File: src/rtl/dmem_arbiter_pkg.sv
// Shared definitions for the data-memory arbiter: response slot states and default widths.
package dmem_arbiter_pkg;

  localparam int unsigned DMEM_ADDR_W       = 14;
  localparam int unsigned DMEM_DATA_W       = 32;
  localparam int unsigned DMEM_STARVE_LIMIT = 8;
  localparam int unsigned DMEM_CNT_W        = 4;

  typedef enum logic [1:0] {
    SLOT_IDLE = 2'd0,
    SLOT_INFL = 2'd1,
    SLOT_HELD = 2'd2
  } slot_state_t;

endpackage

File: src/rtl/dmem_rsp_slot.sv
// Per-port read response slot: tracks the single outstanding read and holds its data
// when the consumer back-pressures.
module dmem_rsp_slot
  import dmem_arbiter_pkg::*;
#(
  parameter int unsigned DATA_W = DMEM_DATA_W
) (
  input  logic              clk,
  input  logic              rst,
  input  logic              rd_grant,
  input  logic              rsp_ready,
  input  logic [DATA_W-1:0] mem_rdata,
  output logic              rsp_valid,
  output logic [DATA_W-1:0] rsp_rdata,
  output logic              busy
);

  slot_state_t       state;
  slot_state_t       state_nxt;
  logic              capture;
  logic [DATA_W-1:0] hold;

  always_ff @(posedge clk or posedge rst) begin
    if (rst) state <= SLOT_IDLE;
    else     state <= state_nxt;
  end

  always_ff @(posedge clk or posedge rst) begin
    if (rst)          hold <= '0;
    else if (capture) hold <= mem_rdata;
  end

  always_comb begin
    state_nxt = state;
    capture   = 1'b0;
    rsp_valid = 1'b0;
    rsp_rdata = '0;
    unique case (state)
      SLOT_IDLE: begin
        if (rd_grant) state_nxt = SLOT_INFL;
      end
      SLOT_INFL: begin
        rsp_valid = 1'b1;
        rsp_rdata = mem_rdata;
        if (rsp_ready) begin
          state_nxt = rd_grant ? SLOT_INFL : SLOT_IDLE;
        end else begin
          // memory output is only valid for one cycle, so park it
          capture   = 1'b1;
          state_nxt = SLOT_HELD;
        end
      end
      SLOT_HELD: begin
        rsp_valid = 1'b1;
        rsp_rdata = hold;
        if (rsp_ready) state_nxt = rd_grant ? SLOT_INFL : SLOT_IDLE;
      end
      default: state_nxt = SLOT_IDLE;
    endcase
  end

  assign busy = (state != SLOT_IDLE);

endmodule

File: src/rtl/dmem_arbiter.sv
// Two-port arbiter for the single-port data memory: LSU (port 0) has priority, the
// loader/debug port (port 1) is protected from starvation by a wait counter.
module dmem_arbiter
  import dmem_arbiter_pkg::*;
#(
  parameter int unsigned ADDR_W       = DMEM_ADDR_W,
  parameter int unsigned DATA_W       = DMEM_DATA_W,
  parameter int unsigned STARVE_LIMIT = DMEM_STARVE_LIMIT,
  parameter int unsigned CNT_W        = DMEM_CNT_W
) (
  input  logic              clk,
  input  logic              rst,
  input  logic              p0_req_valid,
  output logic              p0_req_ready,
  input  logic              p0_req_we,
  input  logic [ADDR_W-1:0] p0_req_addr,
  input  logic [DATA_W-1:0] p0_req_wdata,
  output logic              p0_rsp_valid,
  input  logic              p0_rsp_ready,
  output logic [DATA_W-1:0] p0_rsp_rdata,
  input  logic              p1_req_valid,
  output logic              p1_req_ready,
  input  logic              p1_req_we,
  input  logic [ADDR_W-1:0] p1_req_addr,
  input  logic [DATA_W-1:0] p1_req_wdata,
  output logic              p1_rsp_valid,
  input  logic              p1_rsp_ready,
  output logic [DATA_W-1:0] p1_rsp_rdata,
  output logic              mem_en,
  output logic              mem_we,
  output logic [ADDR_W-1:0] mem_addr,
  output logic [DATA_W-1:0] mem_wdata,
  input  logic [DATA_W-1:0] mem_rdata
);

  localparam logic [CNT_W-1:0] LIMIT = CNT_W'(STARVE_LIMIT);

  logic             busy0;
  logic             busy1;
  logic             elig0;
  logic             elig1;
  logic             grant0;
  logic             grant1;
  logic [CNT_W-1:0] starve_cnt;

  // a read may only issue when its slot can take the response next cycle
  assign elig0 = p0_req_we | ~busy0 | p0_rsp_ready;
  assign elig1 = p1_req_we | ~busy1 | p1_rsp_ready;

  always_comb begin
    grant0 = 1'b0;
    grant1 = 1'b0;
    if (!rst) begin
      if (p1_req_valid && elig1 && starve_cnt == LIMIT) grant1 = 1'b1;
      else if (p0_req_valid && elig0)                   grant0 = 1'b1;
      else if (p1_req_valid && elig1)                   grant1 = 1'b1;
    end
  end

  always_ff @(posedge clk or posedge rst) begin
    if (rst) begin
      starve_cnt <= '0;
    end else if (grant1 || !p1_req_valid) begin
      starve_cnt <= '0;
    end else if (elig1 && starve_cnt != LIMIT) begin
      starve_cnt <= starve_cnt + 1'b1;
    end
  end

  assign p0_req_ready = grant0;
  assign p1_req_ready = grant1;

  assign mem_addr  = grant1 ? p1_req_addr  : p0_req_addr;
  assign mem_wdata = grant1 ? p1_req_wdata : p0_req_wdata;
  assign mem_we    = (grant0 & p0_req_we)  | (grant1 & p1_req_we);
  assign mem_en    = (grant0 & ~p0_req_we) | (grant1 & ~p1_req_we);

  dmem_rsp_slot #(.DATA_W(DATA_W)) u_slot0 (
    .clk       (clk),
    .rst       (rst),
    .rd_grant  (grant0 & ~p0_req_we),
    .rsp_ready (p0_rsp_ready),
    .mem_rdata (mem_rdata),
    .rsp_valid (p0_rsp_valid),
    .rsp_rdata (p0_rsp_rdata),
    .busy      (busy0)
  );

  dmem_rsp_slot #(.DATA_W(DATA_W)) u_slot1 (
    .clk       (clk),
    .rst       (rst),
    .rd_grant  (grant1 & ~p1_req_we),
    .rsp_ready (p1_rsp_ready),
    .mem_rdata (mem_rdata),
    .rsp_valid (p1_rsp_valid),
    .rsp_rdata (p1_rsp_rdata),
    .busy      (busy1)
  );

endmodule

File: config.mk
export PLATFORM = sky130hd
export DESIGN_NAME = dmem_arbiter
export DESIGN_NICKNAME = d
export VERILOG_FILES = /design/src/rtl/dmem_arbiter_pkg.sv /design/src/rtl/dmem_rsp_slot.sv /design/src/rtl/dmem_arbiter.sv
export SDC_FILE = /design/constraint.sdc
export NUM_CORES = 1
export LEC_CHECK = 0
export CAP_MARGIN = 30
export CORE_AREA = 2 2 94 133
export DETAILED_ROUTE_END_ITERATION = 12
export DIE_AREA = 0 0 96 135
export MAX_ROUTING_LAYER = met4
export PLACE_DENSITY = 0.81
export SLEW_MARGIN = 20
export SYNTH_ARGS = -nofsm -noshare
export SYNTH_HDL_FRONTEND = slang
export SYNTH_SLANG_ARGS = --single-unit
File: constraint.sdc
create_clock -name clk -period 5.8 [get_ports clk]
set_input_delay 1.16 -clock clk [delete_from_list [all_inputs] [get_ports clk]]
set_output_delay 1.16 -clock clk [all_outputs]
set_load 0.02 [all_outputs]
# Yosys cells after proc, flatten, opt, wreduce, memory -nomap -nowiden
# Cells that the tools add are included.
[totals]
inputBits = 132
out_inout_bits = 116
elab_cells = 74
regBits = 72
[op_classes]
muxes = 29
reduce_logical = 15
bitwise_logic = 14
n_eq_ne = 10
add_sub_neg = 1
[ops]
columns = ["operator", "count"]
rows = [
  ["32-bit one-hot mux with 2 select lines", 2],
  ["32-bit two-way mux", 1],
  ["1-bit two-way mux", 15],
  ["14-bit two-way mux", 1],
  ["2-bit two-way mux", 6],
  ["2-bit one-hot mux with 3 select lines", 2],
  ["4-bit two-way mux", 2],
  ["1-bit bitwise OR", 6],
  ["2-bit nonzero test", 3],
  ["4-bit by 1-bit adder with 4-bit output, second input constant", 1],
  ["1-bit AND", 4],
  ["2-bit by 1-bit == test with 1-bit output, second input constant", 2],
  ["2-bit == test, second input constant", 2],
  ["4-bit == test, second input constant", 1],
  ["1-bit logical AND", 4],
  ["2-bit logical NOT", 2],
  ["2-bit by 1-bit != test with 1-bit output, second input constant", 2],
  ["2-bit != test, second input constant", 2],
  ["4-bit != test, second input constant", 1],
  ["1-bit NOT", 4],
  ["2-bit AND reduction", 2],
  ["2-bit OR reduction", 2],
  ["1-bit logical NOT", 1],
  ["1-bit logical OR", 1],
]

# Longest topological paths before layout
# Gate-level depths: netlist of run 1.
[depth]
ltp_word = 13
depth_mapped = 8
depth_no_buf = 6

# By module
# Synthesis of run 1 repeated with hierarchy kept, for this count alone.
[unflattened]
hier_cells = 417
area_unflattened_um2 = 4912.2
[by_module_without_submodules]
columns = ["module", "area_per_inst_um2", "cells_per_inst", "instances", "seq_area_each_um2"]
rows = [
  ["dmem_rsp_slot", 1983.2, 162, 2, 850.8],
  ["dmem_arbiter", 945.9, 93, 1, 100.1],
]

# Least setup slack after synthesis of run 1
# Ideal clock, no wire load.
[synth_timing]
path_type = "input port to output port"
start = "in rst"
end = "out mem_wdata[12]"
path_stages = 5
path_slack_ns = 0.954
required_time_ns = 4.640
path_buffers = 2
arrival_time_ns = 3.686
path_cell_list = "inv_1 o211ai_2 buf_6 buf_6 mux2_4"
[synth_via]
elab_chain_cells = 2
[synth_rtl]
columns = ["element", "line", "text"]
rows = [
  ["from (decl)", "dmem_arbiter.sv:12", "input logic rst,"],
  ["1-bit two-way mux", "dmem_arbiter.sv:53", "if (!rst) begin"],
  ["32-bit two-way mux", "dmem_arbiter.sv:74", "assign mem_wdata = grant1 ? p1_req_wdata : p0_req_wdata;"],
  ["to (decl)", "dmem_arbiter.sv:32", "output logic [DATA_W-1:0] mem_wdata,"],
]
# Every way passes these cells.

# Worst setup path after layout of run 1
[layout_timing]
start = "in p0_rsp_ready"
end = "out mem_addr[4]"
[layout_via]
elab_chain_cells = 6
[layout_rtl]
columns = ["element", "line", "text"]
rows = [
  ["from (decl)", "dmem_arbiter.sv:19", "input logic p0_rsp_ready,"],
  ["1-bit bitwise OR", "dmem_arbiter.sv:47", "assign elig0 = p0_req_we | ~busy0 | p0_rsp_ready;"],
  ["1-bit logical AND", "dmem_arbiter.sv:55", "else if (p0_req_valid && elig0) grant0 = 1'b1;"],
  ["1-bit two-way mux", "dmem_arbiter.sv:55", ""],
  ["1-bit two-way mux", "dmem_arbiter.sv:54", "if (p1_req_valid && elig1 && starve_cnt == LIMIT) grant1 = 1'b1;"],
  ["1-bit two-way mux", "dmem_arbiter.sv:53", ""],
  ["14-bit two-way mux", "dmem_arbiter.sv:73", "assign mem_addr = grant1 ? p1_req_addr : p0_req_addr;"],
  ["to (decl)", "dmem_arbiter.sv:31", "output logic [ADDR_W-1:0] mem_addr,"],
]
# Every way passes these cells.

==> results of run 1 <==
report_power, final:
group / total [mW] / switching, mW / internal, mW
registers: 0.873 / 0.131 / 0.743
logic: 1.21 / 0.554 / 0.651
clock network: 0.603 / 0.213 / 0.390
total: 2.68 / 0.898 / 1.78
flip-flops by register name, indices dropped and copies added, names as in the netlist:
name           count
u_slot1.hold      32
starve_cnt         4
u_slot1.state      2
u_slot0.hold      32
u_slot0.state      2
stage by stage:
stage	cell area, um^2	utilization (%)	instances	setup slack [ps]
floorplan	4630	-	411	954
global placement	7190	61.5	777	724
detailed placement	7220	61.7	778	638
CTS	7550	64.5	794	637
global route	7620	65.1	807	521
finish	7620	65.1	808	672
logic make-up after synthesis:
| family | count (synthesis) |
|---|---|
| simple gates | 87 |
| buf+inv | 45 |
| mux | 111 |
| xor+xnor | 3 |
| compound gates | 83 |
| fa+ha+maj | 10 |
| flops | 72 |
synthesized netlist by cell type:
cell and n:
o31ai_4 1, mux2_2 92, xnor2_1 1, nand2_1 4, a22oi_1 64, a22o_1 2, nand3b_1 1, o31a_1 2
a211o_1 1, a211oi_1 1, nand2b_1 2, buf_2 10, nor2b_1 66, o31ai_1 1, clkbuf_1 22, mux2_4 19
a21oi_1 2, nand4_1 1, ha_1 10, nand3_1 2, o21ai_0 4, buf_6 3, or3_1 1, and3b_1 1
a32o_1 2, o211ai_1 2, inv_1 10, nor2_1 8, xor2_1 2, dfrtp_1 72, nand2_2 1, o211ai_2 1
final cells by class:
type | instances | area, um^2
fill | 947 | 4080
sequential | 72 | 1800
tap | 147 | 184
timing repair buffer | 257 | 2590
inverter | 10 | 37.5
antenna | 12 | 30.0
multi-input combinational | 294 | 2650
clock inverter | 6 | 91.3
clock buffer | 10 | 239
layer usage:
| layer | global-route usage [%] | up-vias | share of wire, % |
|---|---|---|---|
| met1 | 26.9 | 2128 | 32 |
| met2 | 48.3 | 218 | 53 |
| li1 | - | 1969 | - |
| met3 | 6.64 | 39 | 8.0 |
| met5 | - | - | 0 |
| met4 | 20.8 | 0 | 6.1 |
worst paths after layout:
| check | endpoint | slack, ps | cells past startpoint |
|---|---|---|---|
| min in group asynchronous | u_slot1.state[0]$_DFFE_PP0P_ | 1350 | 3 |
| worst max register to register | u_slot1.hold[13]$_DFFE_PP0P_ | 2940 | 6 |
| worst min register to register | u_slot1.hold[3]$_DFFE_PP0P_ | 510 | 1 |
| worst min-delay path | u_slot1.hold[3]$_DFFE_PP0P_ | 510 | 1 |
| max in group asynchronous | u_slot0.hold[11]$_DFFE_PP0P_ | 3890 | 4 |
| worst max-delay path | mem_addr[4] | 670 | 6 |
worst max-delay path, delay by kind of cell:
kind                   cells  cell delay (ps)
muxes                      1              370
AOI/OAI and AO/OA          2              900
buffers and inverters      3             1530
==> results.ini, run 1 <==
[clock_tree]
htreeDepth = 3
clk-insertion-delay-late_ps = 330
cts.path.max_buffers = 2
post_cts_buffers = 0
cts_tree = built
ctsRootBufferMaster = clkbuf_16
cts.clk_slew.worst_paths_ps = 60
numCtsBuffers = 9
cts_hold_buf = 0
cts_resized = 0
cts_sinks = 72

[setup_path]
critPathLaunchType = input port
critPathSlowestCell = o211ai_4
crit_required_ps = 4640
worstPathCellList = clkdlybuf4s50_1 > o31ai_4 > o211ai_4 > buf_4 > mux2_2 > clkdlybuf4s50_1
path_common_cell = clkdlybuf4s50_1
crit_fanout = 26
critPathMaxStageDelay_ps = 790
criticalPathCategory = input port to output port
worstSetupStartpoint = p0_rsp_ready
arrival_ps = 3970
r2r_start = u_slot1.state[1]$_DFFE_PP0P_
end_kind = output port

[detailed_routing]
routedWlPerCell_um = 22.5
avgViaCountPerCell = 5.39
finalWirelength_um = 18200
drcViolationCount = 0
dr.pass1.iters = 4
vias = 4354
ant_nets = 0
first_iter_violations = 156

[synthesis]
muxShareOfSynthArea_pct = 28.5
synth_xor_area_share_pct = 0.567
netlist_area_um2 = 4630
synth_area_leader_cell = dfrtp_1
synthAdderAreaFrac_pct = 2.70
syn_inst = 411
synth_top_family_by_area = multiplexers
yosys_warnings = 0
syn_nets = 553
ys_types = 32
avgSynthCellArea_um2 = 11.3
synth_compound_area_share_pct = 13.8
synth_area_leaders = dfrtp_1 39%, mux2_2 22%, a22oi_1 10%, nor2b_1 8.9%, mux2_4 6.2%
yosysTopAreaCellShare_pct = 38.9
ys_seq_elements = 72
synth_simple_gate_area_share_pct = 11.1
seq_area_frac_synth_pct = 38.9

[die]
rows = 47
initial_core_util_pct = 39.6
io_pins = 248
fp.dieW_um = 96
fp.dieArea_um2 = 13000
core_um2 = 11700
die_y_um = 135

[sta]
hold_viol = 0
setup-violations-final = 0
max_slew_margin_pct = 33.9
rsz0062_at_grt = false
period_needed_ps = 5130
min_period_over_period_pct = 88.4
clock_skew_ps = 6.64
drv_slew = 0
setup_tns_ps = 0
worst-slew-pin-transition_ps = 986
max_freq_mhz = 195
whs_ps = 505

[global_routing]
grt_usage_pct = 28.3
grt_overflow = 0
grt_pass1_vias = 4540
antenna_found_initial = 11
grt_pass1_wl_um = 25800
grt_max_degree = 73

[flow_run]
maxCapViolations = 0

[pwr]
power.density_nw_per_um2 = 352
peakVddDrop_mv = 0.250
power.leakage_nw = 2.96
power_mw = 2.68

[worst_hold_path]
min_from = u_slot1.hold[3]$_DFFE_PP0P_
holdCritPathClass = register to register

[outcome]
status = completed

[cells_and_area]
final_common_cell = clkdlybuf4s50_1
drive_gt1_share_pct = 22.0
fin_nets = 786
layout_common_cells = 247 x clkdlybuf4s50_1, 92 x mux2_2, 72 x dfrtp_1
area_growth_pct = 64.6

[placement]
io_buffers = 247
dp_hpwl_um = 14100
place.gp.congestion = 0.771

(Power assumes the default switching activity.)
==> run 2, diff against run 1 <==
Settings changed: SKIP_CTS_REPAIR_TIMING set to 1, TNS_END_PERCENT set to 10.
==> results of run 2 <==
The final DEF is identical to that of run 1; final timing and power are the same.
